File: src/rtl/reg_dump_load_ctrl_pkg.sv
// Shared constants and state encoding for the register dump/load controller.
// Default widths are used by the controller and by the register file beside it.
package reg_dump_load_ctrl_pkg;

    localparam int DEF_ADDR_W   = 1;
    localparam int DEF_DATA_W   = 8;
    localparam int DEF_NUM_REGS = 2;

    typedef enum logic [2:0] {
        ST_IDLE,
        ST_DUMP_RD,
        ST_DUMP_OUT,
        ST_LOAD,
        ST_DONE
    } state_e;

endpackage

File: src/rtl/reg_dump_load_ctrl.sv
// Walks a register file: dumps every register onto a valid/ready stream,
// or loads a valid-only stream into the registers in index order.
module reg_dump_load_ctrl
    import reg_dump_load_ctrl_pkg::*;
#(
    parameter int ADDR_W   = DEF_ADDR_W,
    parameter int DATA_W   = DEF_DATA_W,
    parameter int NUM_REGS = DEF_NUM_REGS
) (
    input  logic              clk,
    input  logic              reset,
    input  logic              start,
    input  logic              mode,
    output logic              busy,
    output logic              done,
    output logic [ADDR_W-1:0] rd_addr,
    input  logic [DATA_W-1:0] rd_data,
    output logic              wr_en,
    output logic [ADDR_W-1:0] wr_addr,
    output logic [DATA_W-1:0] wr_data,
    output logic              out_valid,
    input  logic              out_ready,
    output logic [DATA_W-1:0] out_data,
    output logic [ADDR_W-1:0] out_addr,
    input  logic              in_valid,
    output logic              in_ready,
    input  logic [DATA_W-1:0] in_data
);

    localparam logic [ADDR_W-1:0] LAST = ADDR_W'(NUM_REGS - 1);
    localparam logic [ADDR_W-1:0] ONE  = ADDR_W'(1);

    state_e            state_q, state_d;
    logic [ADDR_W-1:0] idx_q, idx_d;
    logic              out_valid_q, out_valid_d;
    logic [DATA_W-1:0] out_data_q, out_data_d;
    logic [ADDR_W-1:0] out_addr_q, out_addr_d;
    logic              wr_en_q, wr_en_d;
    logic [ADDR_W-1:0] wr_addr_q, wr_addr_d;
    logic [DATA_W-1:0] wr_data_q, wr_data_d;

    logic last;

    assign last      = (idx_q == LAST);
    assign busy      = (state_q != ST_IDLE);
    assign done      = (state_q == ST_DONE);
    assign in_ready  = (state_q == ST_LOAD);
    assign rd_addr   = idx_q;
    assign out_valid = out_valid_q;
    assign out_data  = out_data_q;
    assign out_addr  = out_addr_q;
    assign wr_en     = wr_en_q;
    assign wr_addr   = wr_addr_q;
    assign wr_data   = wr_data_q;

    // Next-state and registered-output logic for the walk FSM.
    always_comb begin
        state_d     = state_q;
        idx_d       = idx_q;
        out_valid_d = out_valid_q;
        out_data_d  = out_data_q;
        out_addr_d  = out_addr_q;
        wr_en_d     = 1'b0;
        wr_addr_d   = wr_addr_q;
        wr_data_d   = wr_data_q;
        unique case (state_q)
            ST_IDLE: begin
                if (start) begin
                    idx_d   = '0;
                    state_d = mode ? ST_LOAD : ST_DUMP_RD;
                end
            end
            ST_DUMP_RD: begin
                out_data_d  = rd_data;
                out_addr_d  = idx_q;
                out_valid_d = 1'b1;
                state_d     = ST_DUMP_OUT;
            end
            ST_DUMP_OUT: begin
                if (out_ready) begin
                    out_valid_d = 1'b0;
                    if (last) begin
                        state_d = ST_DONE;
                    end else begin
                        idx_d   = idx_q + ONE;
                        state_d = ST_DUMP_RD;
                    end
                end
            end
            ST_LOAD: begin
                if (in_valid) begin
                    wr_en_d   = 1'b1;
                    wr_addr_d = idx_q;
                    wr_data_d = in_data;
                    if (last) begin
                        state_d = ST_DONE;
                    end else begin
                        idx_d = idx_q + ONE;
                    end
                end
            end
            ST_DONE: begin
                state_d = ST_IDLE;
            end
            default: begin
                state_d = ST_IDLE;
            end
        endcase
    end

    // State and output registers; reset aborts any walk in progress.
    always_ff @(posedge clk or posedge reset) begin
        if (reset) begin
            state_q     <= ST_IDLE;
            idx_q       <= '0;
            out_valid_q <= 1'b0;
            out_data_q  <= '0;
            out_addr_q  <= '0;
            wr_en_q     <= 1'b0;
            wr_addr_q   <= '0;
            wr_data_q   <= '0;
        end else begin
            state_q     <= state_d;
            idx_q       <= idx_d;
            out_valid_q <= out_valid_d;
            out_data_q  <= out_data_d;
            out_addr_q  <= out_addr_d;
            wr_en_q     <= wr_en_d;
            wr_addr_q   <= wr_addr_d;
            wr_data_q   <= wr_data_d;
        end
    end

endmodule

File: config.mk
export PLATFORM = sky130hd
export DESIGN_NAME = reg_dump_load_ctrl
export DESIGN_NICKNAME = d
export VERILOG_FILES = /design/src/rtl/reg_dump_load_ctrl_pkg.sv /design/src/rtl/reg_dump_load_ctrl.sv
export SDC_FILE = /design/constraint.sdc
export NUM_CORES = 1
export LEC_CHECK = 0
export ABC_AREA = 1
export CAP_MARGIN = 20
export CORE_MARGIN = 2
export CORE_UTILIZATION = 40
export CTS_CLUSTER_SIZE = 28
export DETAILED_ROUTE_END_ITERATION = 8
export HOLD_SLACK_MARGIN = 0.05
export PLACE_DENSITY = 0.88
export SYNTH_ARGS = -nofsm -noshare
export SYNTH_HDL_FRONTEND = slang
export SYNTH_SLANG_ARGS = --single-unit
File: constraint.sdc
create_clock -name clk -period 1.7 [get_ports clk]
set_input_delay 0.255 -clock clk [delete_from_list [all_inputs] [get_ports clk]]
set_output_delay 0.255 -clock clk [all_outputs]
set_load 0.02 [all_outputs]
==> impl_metrics.yaml <==
status:
  status: "finished clean"
clock_tree:
  clock_path_buffers: 2
  cts-root-buf: "clkbuf_4"
  post_cts_buffers: 0
  numCtsBuffers: 3
  post_cts_resized: 4
  insertion_delay_ps: 310
  htree_levels: 1
  cts.sinks: 24
  postCtsHoldBufs: 0
  cts_tree: "yes"
  clk_pin_slew_ps: 130
detailed_routing:
  final_antenna_net_count: 0
  drt-initial-drc-count: 9
  vias: 879
  via_per_inst: 4.80
  drt_wl_total_um: 2380
  drt-pass1-iter-count: 6
  post_drt_wl_per_cell_um: 13.0
  drc: 0
logic_synthesis:
  ys_seq_area_share_pct: 57.8
  yosysWarnings: 0
  synth-seq-cells: 24
  syn_area_um2: 1040
  yosysUniqueCellTypes: 17
  syn_inst: 104
  syn-num-nets: 126
  postSynthAreaPerCell_um2: 9.99
grt:
  antenna_found_initial: 0
  grt_max_degree: 15
  grtUsageTotal_pct: 18.0
  overflow: 0
  grt_pass1_wl_um: 3700
  first_global_vias: 867
worst_setup_path:
  critPathSlowestCell: "dfrtp_2"
  path_class: "reg2out"
  crit_end: "busy"
  r2r-start: "state_q[2]"
  worstPathCellList: "nor2_4, nand2_1, dlygate4sd2_1"
  start_kind: "flip-flop"
  crit_fanout: 4
  crit_path_start: "state_q[2]"
  ff2ff_path_depth: 3
  required_ps: 1440
  cpPeakStageDelay_ps: 480
  ff2ff_setup_slack_ps: 360
  rr_endpoint: "out_data[4]"
  end_kind: "primary output"
  worstPathArrival_ps: 1350
floorplan:
  fp.dieW_um: 55.0
  fp-row-count: 18
  die_area_um2: 3020
  io_pins: 46
  core_um2: 2480
  die_y_um: 55.0
  initial_core_util_pct: 41.9
timing:
  tightest_slew_ps: 401
  finalSetupTns_ps: 0
  fmaxAchievable_mhz: 621
  max_slew_margin_pct: 73.3
  layout_worst_path_cycle_share_pct: 94.7
  finClkSkew_ps: 9.35
  rsz0062_at_grt: "no"
  period_minus_slack_ps: 1610
  finalSetupViolCount: 0
  slew_viol_final: 0
  hold_viol: 0
final_layout:
  final_util_pct: 63.2
  fin_nets: 176
  diodes: 0
  fillers: 217
  drive_gt1_share_pct: 14.4
  final_area_um2: 1570
  area_growth_pct: 50.8
min_path:
  holdCritPathClass: "in2async"
pwr:
  ir_worst_vdd_mv: 1.12
  power.density_nw_per_um2: 1920
  fin_total_pwr_w: 0.00301
  power.leakage_nw: 0.768
run:
  maxCapViolCount: 0
placed_design:
  place_congestion: 0.816
  io_buffers: 45
  hpwl_um: 1880
  placed_cell_area_um2: 1520
[sequential cells by signal, indices dropped and copies added (netlist names)]
| name | cells |
|---|---|
| rd_addr | 1 |
| out_data | 8 |
| state_q | 3 |
| out_addr | 1 |
| out_valid | 1 |
| wr_addr | 1 |
| wr_data | 8 |
| wr_en | 1 |
[layout by cell type, fill, tap and decap left out, types with 2 or more instances in the layout]
cell type and instances:
nand3_1 3, clkdlybuf4s50_1 41, o21ai_0 8, nor2_1 2, nor3_1 2, nand2_2 2, mux2_4 7, inv_1 8
nor2_4 2, dfrtp_1 21, nand2_1 40, dlygate4sd2_1 3, buf_4 2, dfrtp_2 3, clkbuf_4 3
[synth_stat cells, drive strengths merged]
cell	n	share of area (%)
clkinv	1	0.36
nor2	4	2.4
dfrtp	24	58
inv	8	2.9
nor3	2	0.96
buf	2	1.8
o21ai	9	4.7
nand2	42	16
o21a	1	0.72
mux2	8	11
nand3	3	1.4
[layer usage]
| metal | vias up | global-route usage [%] | part of all wire (%) | wire length [um] |
|---|---|---|---|---|
| met1 | 419 | 20.6 | 39 | 939 |
| met4 | 0 | 10.2 | 1.6 | 38 |
| met2 | 31 | 31.2 | 54 | 1280 |
| li1 | 423 | - | - | - |
| met3 | 6 | 3.49 | 4.9 | 117 |
| met5 | - | 0 | 0 | 0 |
[logic make-up (layout without fill, tap and decap cells)]
| logic type | count (synthesis) | after routing | synth area share (%) |
|---|---|---|---|
| compound gates | 10 | 10 | 5.42 |
| buf+inv | 11 | 60 | 5.06 |
| flops | 24 | 24 | 57.8 |
| mux | 8 | 8 | 11.2 |
| simple gates | 51 | 51 | 20.5 |
[power by group]
part           switching (W)  total (W)  internal (W)
sequential          0.000201    0.00105      0.000847
clock               0.000161   0.000291      0.000131
combinational       0.000851    0.00167      0.000822
[stage by stage]
stage	instances	setup slack [ps]	hold slack, ps
after global routing	183	7.05	213
after CTS	183	20.8	215
after global placement	179	177	464
after detailed placement	179	124	469
after floorplan	104	479	270
final	183	90.6	209
[how the worst min path moves through the flow]
| stage | from | end | slack [ps] | cells past startpoint |
|---|---|---|---|---|
| 6_report | reset | out_data[5] | 210 | 2 |
| 5_1_grt | reset | out_data[5] | 210 | 2 |
| 4_1_cts | reset | out_data[5] | 210 | 2 |
| 3_5_place_dp | wr_data[1] | wr_data[1] | 470 | 2 |
| 3_3_place_gp | wr_data[0] | wr_data[0] | 460 | 2 |
| 2_1_floorplan | reset | out_addr | 270 | 1 |
[cell type report]
cell class              instances  area [um^2]  area share (%)
clock buffers                   4         36.3            2.32
inverters                       9         33.8            2.16
multi-input cells              69          390            24.9
flip-flops and latches         24          604            38.6
well taps                      30         37.5            2.40
repair buffers                 47          464            29.6
[critical path: cells and delay by family, from the launching register on]
kind / cells / cell delay [ps]
buf+inv: 1 / 320
flops: 1 / 480
simple gates: 2 / 240
(Power assumes the default switching activity.)
